## src/rtl/fwd_hazard_ctrl.sv

```systemverilog
// Forwarding-select and load-use hazard control for a 5-stage pipeline.
// Selects are decided in ID and registered for EX; stall/bubble are combinational.
module fwd_hazard_ctrl #(
    parameter int CNT_W = 16
) (
    input  logic             clk,
    input  logic             rst,
    input  logic [4:0]       id_rs,
    input  logic [4:0]       id_rt,
    input  logic             id_uses_rt,
    input  logic [4:0]       ex_rd,
    input  logic             ex_reg_write,
    input  logic             ex_mem_read,
    input  logic             branch_taken,
    output logic [1:0]       src1,
    output logic [1:0]       src2,
    output logic             stall,
    output logic             bubble,
    output logic [CNT_W-1:0] stall_cnt
);

    logic [1:0]       src1_q, src1_d;
    logic [1:0]       src2_q, src2_d;
    logic [4:0]       mem_rd_q, mem_rd_d;
    logic             mem_rw_q, mem_rw_d;
    logic [CNT_W-1:0] stall_cnt_q, stall_cnt_d;

    logic ex_hit_rs, ex_hit_rt, mem_hit_rs, mem_hit_rt;
    logic load_use;
    logic [1:0] sel_rs, sel_rt;

    always_comb begin
        ex_hit_rs  = ex_reg_write && (ex_rd == id_rs) && (id_rs != 5'd0);
        ex_hit_rt  = ex_reg_write && (ex_rd == id_rt) && (id_rt != 5'd0);
        mem_hit_rs = mem_rw_q && (mem_rd_q == id_rs) && (id_rs != 5'd0);
        mem_hit_rt = mem_rw_q && (mem_rd_q == id_rt) && (id_rt != 5'd0);

        // The EX producer is younger than the MEM one, so it is checked first.
        sel_rs = 2'b00;
        if (ex_hit_rs)
            sel_rs = 2'b01;
        else if (mem_hit_rs)
            sel_rs = 2'b10;

        sel_rt = 2'b00;
        if (id_uses_rt) begin
            if (ex_hit_rt)
                sel_rt = 2'b01;
            else if (mem_hit_rt)
                sel_rt = 2'b10;
        end

        load_use = ex_mem_read && (ex_hit_rs || (id_uses_rt && ex_hit_rt));
        stall    = load_use && !branch_taken && !rst;
        bubble   = (load_use || branch_taken) && !rst;
    end

    always_comb begin
        src1_d      = bubble ? 2'b00 : sel_rs;
        src2_d      = bubble ? 2'b00 : sel_rt;
        mem_rd_d    = ex_rd;
        mem_rw_d    = ex_reg_write;
        stall_cnt_d = stall_cnt_q;
        if (stall && (stall_cnt_q != {CNT_W{1'b1}}))
            stall_cnt_d = stall_cnt_q + CNT_W'(1);
    end

    always_ff @(posedge clk) begin
        if (rst) begin
            src1_q      <= 2'b00;
            src2_q      <= 2'b00;
            mem_rd_q    <= 5'd0;
            mem_rw_q    <= 1'b0;
            stall_cnt_q <= '0;
        end else begin
            src1_q      <= src1_d;
            src2_q      <= src2_d;
            mem_rd_q    <= mem_rd_d;
            mem_rw_q    <= mem_rw_d;
            stall_cnt_q <= stall_cnt_d;
        end
    end

    assign src1      = src1_q;
    assign src2      = src2_q;
    assign stall_cnt = stall_cnt_q;

endmodule

```

## config.mk

```make
export PLATFORM = sky130hd
export DESIGN_NAME = fwd_hazard_ctrl
export DESIGN_NICKNAME = d
export VERILOG_FILES = /design/src/rtl/fwd_hazard_ctrl.sv
export SDC_FILE = /design/constraint.sdc
export NUM_CORES = 1
export LEC_CHECK = 0
export ABC_AREA = 1
export CAP_MARGIN = 10
export CORE_ASPECT_RATIO = 0.6
export CORE_MARGIN = 1.5
export CORE_UTILIZATION = 40
export CTS_CLUSTER_SIZE = 40
export DETAILED_ROUTE_END_ITERATION = 6
export GPL_TIMING_DRIVEN = 0
export PLACE_DENSITY_LB_ADDON = 0.3
export SYNTH_ARGS = -nofsm -noshare
export SYNTH_HDL_FRONTEND = slang
export SYNTH_SLANG_ARGS = --single-unit
```

## constraint.sdc

```tcl
create_clock -name clk -period 2.29 [get_ports clk]
set_input_delay 0.458 -clock clk [delete_from_list [all_inputs] [get_ports clk]]
set_output_delay 0.458 -clock clk [all_outputs]
set_load 0.02 [all_outputs]
```

==> impl_results.md, run 1 <==
* Starting density of the core at 41.7%
* Final Total Pwr at 0.000904 W
* Slew margin rel. at 66.6%
* Instance count of the mapped netlist at 273
* Initial DRC Count at 129
* TritonCTS Buffers at 3
* Leakage at 1.10 nW
* Syn Area/Cell at 6.29 sq um
* Die H at 53.7 um
* Clock Tree Buf Depth at 2
* Syn. warnings at 0
* Endpoints failing hold at 0
* Mux contribution to synthesized area at 0%
* First-pass GRT wire length at 6800 um
* Final non-filler cell total at 382
* Unique cell type count in the Yosys netlist at 29
* Num ports at 43
* GRT Total Usage at 19.1%
* Total number of H-tree levels at 1
* R2r setup slk at 0.40 ns
* Crit path kind: primary input to primary output
* Xor/xnor share of the synthesized area at 5.61%
* Clk_lat worst skew at 0.27 ns
* Critical Path End Type: primary output
* Clock period minus worst slack at 2.20 ns
* Hold Path Class: primary input to flip-flop
* Commonest non-fill, non-tap cell in the layout: nand2_1
* Worst reg-to-reg path cell count at 10
* Reg clk slew, reported paths at 0.09 ns
* Syn nets at 295
* Post-DP Area at 2190 sq um
* Final HPWL DP at 3320 um
* Async S/R FF share, synth at 0%
* Total Wirelength at 4240 um
* Top_reg_cell synth: dfxtp_1
* Main combinational cell family by area after synthesis: simple AND/OR/NAND/NOR gates
* Register bit total from synthesis at 26
* Slew Viols, Final at 0
* Critical path arrival at 1.74 ns
* # hold bufs at CTS at 0
* Die area at 4710 sq um
* Fillers at 413
* Hold_sp: rst
* Grt ovf at 0
* Cell Rows at 18
* Synth Area in Simple Gates at 41.0%
* Number of global-route vias before repair at 1467
* Hold Path Sink: stall_cnt[12]
* Fin Clk Skew at 0.00274 ns
* Power Dens Cells at 398 nW/um^2
* Commonest cells after routing, fill and taps aside: 70 x nand2_1, 49 x nor2_1, 42 x inv_1
* Worst r2r src: stall_cnt[0]
* FMAX at 0.454 GHz
* Post-synth EDFFs at 0
* Worst reg2reg endpoint: stall_cnt[9]
* # diodes at 0
* Routed len/inst at 11.1 um
* MaxCap Viol Count at 0
* Drc violations at 0
* I/O Buffers at 40
* Share of cells above drive strength 1 at 15.8%
* Synth Area in Adders at 0.729%
* Die width at 87.6 um
* Final Wtd Congestion at 0.993
* First-pass DRT Iterations at 4
* IR drop worst, VDD at 203 uV
* Area grow syn2layout at 32.2%
* Netlist Area Pre-Place at 1720 sq um
* Total number of vias at 1715
* Final setup fails at 0
* Worst Max-Slew Pin Slew at 0.499 ns
* Worst-path fanout max at 3
* Status: complete, no violations
* Core area at 4120 sq um
* CTS tree: done
* Register area share after synthesis at 30.3%
* RSZ-0062 raised after global routing: no
* Clock Root Buffer: clkbuf_8
* Hold path depth at 2
* CP Data Required Time at 1.83 ns
* Cell area after layout at 2270 sq um
* Clk sink count at 26
* Largest net degree at the start of global routing at 15
* Vias/cell at 4.49
* Inst Count DP at 373
* Nets at 345
* Compound-gate portion of the synthesized area at 6.49%
* Critical path launch point type: primary input
* Final period utilization at 96.1%
* Hold slack at 0.409 ns
* Initial antenna violation count at 0
* Detail Route Antenna Nets at 0
## power breakdown
group / switching (W) / internal [W]
registers: 0.00000571 / 0.000459
clock network: 0.000148 / 0.000154
logic: 0.0000775 / 0.0000598
## sequential cells by signal, indices dropped and copies added (netlist names)
name       cells
mem_rd_q       5
src2           2
mem_rw_q       1
src1           2
stall_cnt     16
## worst max path at each step
stage / endpoint / slack [ns] / depth (start not counted) / startpoint
final: bubble / 0.09 / 10 / id_rs[3]
after global routing: bubble / 0.004 / 10 / id_rs[1]
after CTS: bubble / 0.02 / 12 / ex_rd[3]
after detailed placement: bubble / -0.79 / 10 / id_rs[3]
after global placement: stall / -0.81 / 10 / id_rs[3]
after floorplan: bubble / 0.38 / 8 / id_rt[3]
## cells in the mapped netlist (2+ instances only)
cell type,n,area share [%]
nand2_1,72,16
nand4_1,10,3.6
dfxtp_1,26,30
o21ai_0,8,2.3
inv_2,3,0.66
a21oi_1,3,0.87
nand3_1,10,2.9
nand3_2,2,1.2
nor2_2,3,1.1
a21oi_2,2,1.0
buf_6,2,1.3
xor2_1,8,4.1
nor2_1,52,11
inv_1,51,11
nor3_1,4,1.2
nor2_4,2,1.3
xnor2_1,3,1.5
## per-stage QoR
| stage | setup slack [ns] | TNS (ns) | util [%] |
|---|---|---|---|
| 2_1_floorplan | 0.379 | 0 | - |
| 3_3_place_gp | -0.808 | -1.87 | 53.2 |
| 3_5_place_dp | -0.794 | -1.87 | 53.2 |
| 5_1_grt | 0.00364 | 0 | 55.1 |
| 4_1_cts | 0.0229 | 0 | 55.0 |
| 6_report | 0.0890 | 0 | 55.1 |
## worst max-delay path, stage by stage
cell,delay [ns]
dlygate4sd2_1,0.24
inv_1,0.09
a21oi_1,0.12
nand2_1,0.10
nor2_4,0.16
nand2_4,0.08
a21oi_2,0.16
nor2_1,0.05
nor2_1,0.12
buf_4,0.16
## logic make-up after synthesis
kind of cell | count (synthesis)
AO/OA/AOI/OAI | 18
XOR/XNOR | 11
adder cells (fa/ha/maj) | 1
buffers and inverters | 58
flip-flops | 26
AND/OR/NAND/NOR | 159
## cell type report
class / count / area (sq um) / share of cell area (%)
clock buffers: 4 / 55.1 / 2.43
plain buffers: 4 / 68.8 / 3.03
repair buffers: 45 / 392 / 17.3
multi-input cells: 189 / 956 / 42.1
flip-flops and latches: 26 / 520 / 22.9
inverters: 54 / 203 / 8.93
well taps: 60 / 75.1 / 3.31
## metal layers
layer / global-route usage, % / wire length, um
met1: 29.7 / 2300
met2: 26.0 / 1570
met3: 4.75 / 331
met4: 3.44 / 40
met5: 0 / 0
## timing repair
| item | CTS | global route |
|---|---|---|
| pin swaps | 10 | 7 |
| setup endpoints to repair | 2 | 2 |
| resized for setup | 37 | 16 |
| setup buffers | 4 | 1 |
Note: power is estimated with default switching activity, not from simulation.
==> inputs of run 2 (changes only) <==
--- a/config.mk
+++ b/config.mk
@@ -6,7 +6,6 @@
 export NUM_CORES = 1
 export LEC_CHECK = 0
 export ABC_AREA = 1
-export CAP_MARGIN = 10
 export CORE_ASPECT_RATIO = 0.6
 export CORE_MARGIN = 1.5
 export CORE_UTILIZATION = 40
==> results of run 2 <==
No change in the layout: final DEF, timing and power equal those of run 1.
==> RTL edit: new RTL, config.mk and constraints of run 2 <==
Change the parameter `CNT_W` from 16 to 32.
--- a/src/rtl/fwd_hazard_ctrl.sv
+++ b/src/rtl/fwd_hazard_ctrl.sv
@@ -1,7 +1,7 @@
 // Forwarding-select and load-use hazard control for a 5-stage pipeline.
 // Selects are decided in ID and registered for EX; stall/bubble are combinational.
 module fwd_hazard_ctrl #(
-    parameter int CNT_W = 16
+    parameter int CNT_W = 32
 ) (
     input  logic             clk,
     input  logic             rst,
Interface: changed (resized stall_cnt); port bits go from 43 to 59. The function was not compared with the original's and may differ.
==> RTL edit against run 2 <==
- setup slack lost 0.013 ns
- power increased by 53%
- first-iteration DRC count up 81%
- critical path depth unchanged
- sequential cell count increased by 16
- combinational power grew 10%
- synthesized area rose by 53%
- cell area increased by 53%
- clock skew rose by 0.0097 ns
- core utilization rose by 0.76 points
- via count up 66%
- wire length up 72%
- count of clock-buffer cells in the layout grew 1
- clock power up 62%
- critical path type unchanged
- highest routed layer unchanged
==> RTL edit: results (changes against run 2) <==
| Metric | Value |
|---|---|
| 1st-iter DRT viols | 234 (+81%) |
| Area contributors post-synth | dfxtp_1 (32%), nand2_1 (19%), nor2_1 (15%) |
| Routing usage on met2 | 30.1% (+4.1 points) |
| Post-Layout Cell Count | 587 (+54%) |
| Latest clock arrival within the worst-skew pair | 0.30 ns (+0.03 ns) |
| Worst-path clk slew | 0.09 ns (about the same) |
| Relative slew slack | 65.2% (-1.5 points) |
| Pre-Repair DR Iteration Count | 5 (+1) |
| GRT met3 Usage | 4.86% (+0.11 points) |
| Post-Syn Area per Cell | 6.10 sq um (-3.1%) |
| Final WL | 7270 um (+72%) |
| Syn Nets | 452 (+53%) |
| Number of buffers created by CTS | 5 (+2) |
| YS warnings | 0 (unchanged) |
| Antenna diodes | 0 (unchanged) |
| Crit-path max FO | 3 (unchanged) |
| Status | completed |
| Initial antenna violation count | 0 (unchanged) |
| Net switching power | 372 uW (+61%) |
| Setup Skew | 0.0125 ns (+0.00975 ns) |
| GP Congestion | 0.934 (-6.0%) |
| Ys async rst share | 0% (unchanged) |
| Post-synthesis mux area share | 0% (unchanged) |
| Netlist cell types | 31 (+6.9%) |
| Seq/Total Area, Yosys | 32.1% (+1.8 points) |
| Synth Area in Adders | 0.477% (-0.25 points) |
| Vias in the first global route | 2448 (+67%) |
| H-Tree Level Count | 2 (+1) |
| Crit-path max cell delay | 0.26 ns (+0.02 ns) |
| CP arrival | 1.76 ns (+0.02 ns) |
| Max FFs per register | 32 (+16) |
| Tot GR Track Use | 21.0% (+1.9 points) |
| CP max-delay cell | dlygate4sd2_1 |
| Leak | 0.00137 uW (+24%) |
| Delay-heaviest family, CP | simple AND/OR/NAND/NOR gates |
| Share of cells above drive strength 1 | 14.7% (-1.1 points) |
| Largest net degree at the start of global routing | 15 (unchanged) |
| Input/output buffers | 57 (+43%) |
| Placed insts | 571 (+53%) |
| Pre-CTS setup slack | -0.887 ns (-0.0928 ns) |
| First-pass GRT wire length | 11500 um (+69%) |
| XOR/XNOR share of the synthesized area | 0.668% (-4.9 points) |
| Vias | 2843 (+66%) |
| Max clock buf depth | 2 (unchanged) |
| Peak VDD IR | 0.000211 V (+3.8%) |
| Synth top cells by count | nand2_1 (135), nor2_1 (106), inv_1 (44) |
| HP Class | primary input to flip-flop |
| Nets@finish | 524 (+52%) |
| HPWL after DPL | 5560 um (+68%) |
| CTS Root Cell | clkbuf_8 |
| Global-route met1 utilization | 31.9% (+2.2 points) |
| Placed Area | 0.00330 sq mm (+50%) |
| Compound-cell area share of the yosys netlist | 4.63% (-1.9 points) |
## RTL edit: worst reg2reg max path, delay by kind of cell (launching register included)
family	cells	cell delay (ns)
flops	1	0.39
fa+ha+maj	1	0.19
buf+inv	1	0.19
simple gates	9	1.06
## RTL edit: power by group through the flow
stage               clock (uW)  sequential, uW  combinational [uW]
detailed placement           0             758                 144
global route               544             742                 166
floorplan                    0             757                78.2
finish                     490             741                 151
CTS                        505             741                 141
global placement             0             758                 142
## RTL edit: kinds of logic after synthesis
kind of cell / count (synthesis)
xor+xnor: 2
compound gates: 19
fa+ha+maj: 1
simple gates: 311
flops: 42
buf+inv: 55
## RTL edit: layout make-up
type | count | area [sq um]
clock buffers | 5 | 68.8
fillers | 649 | 2750
well taps | 84 | 105
inverters | 47 | 176
flip-flops and latches | 42 | 841
clock inverters | 3 | 21.3
plain buffers | 8 | 71.3
multi-input cells | 333 | 1580
repair buffers | 65 | 608
## RTL edit: routing by layer
metal	vias up	share of wire, %
met5	-	0
met4	0	0.18
met3	2	6.2
met2	76	40
met1	1285	54
li1	1480	-
## RTL edit: final timing paths
check,startpoint,end,slack [ns],depth (start not counted)
setup / recovery,id_rs[1],bubble,0.08,10
hold / removal,rst,mem_rd_q[1],0.36,2
setup reg to reg,stall_cnt[0],stall_cnt[2],0.36,11
hold reg to reg,stall_cnt[30],stall_cnt[30],0.52,2
## RTL edit: repair_timing
item / CTS / global route
pin swaps: 10 / 8
resized for setup: 35 / 15
setup buffers: 8 / 0
setup endpoints to repair: 2 / 2
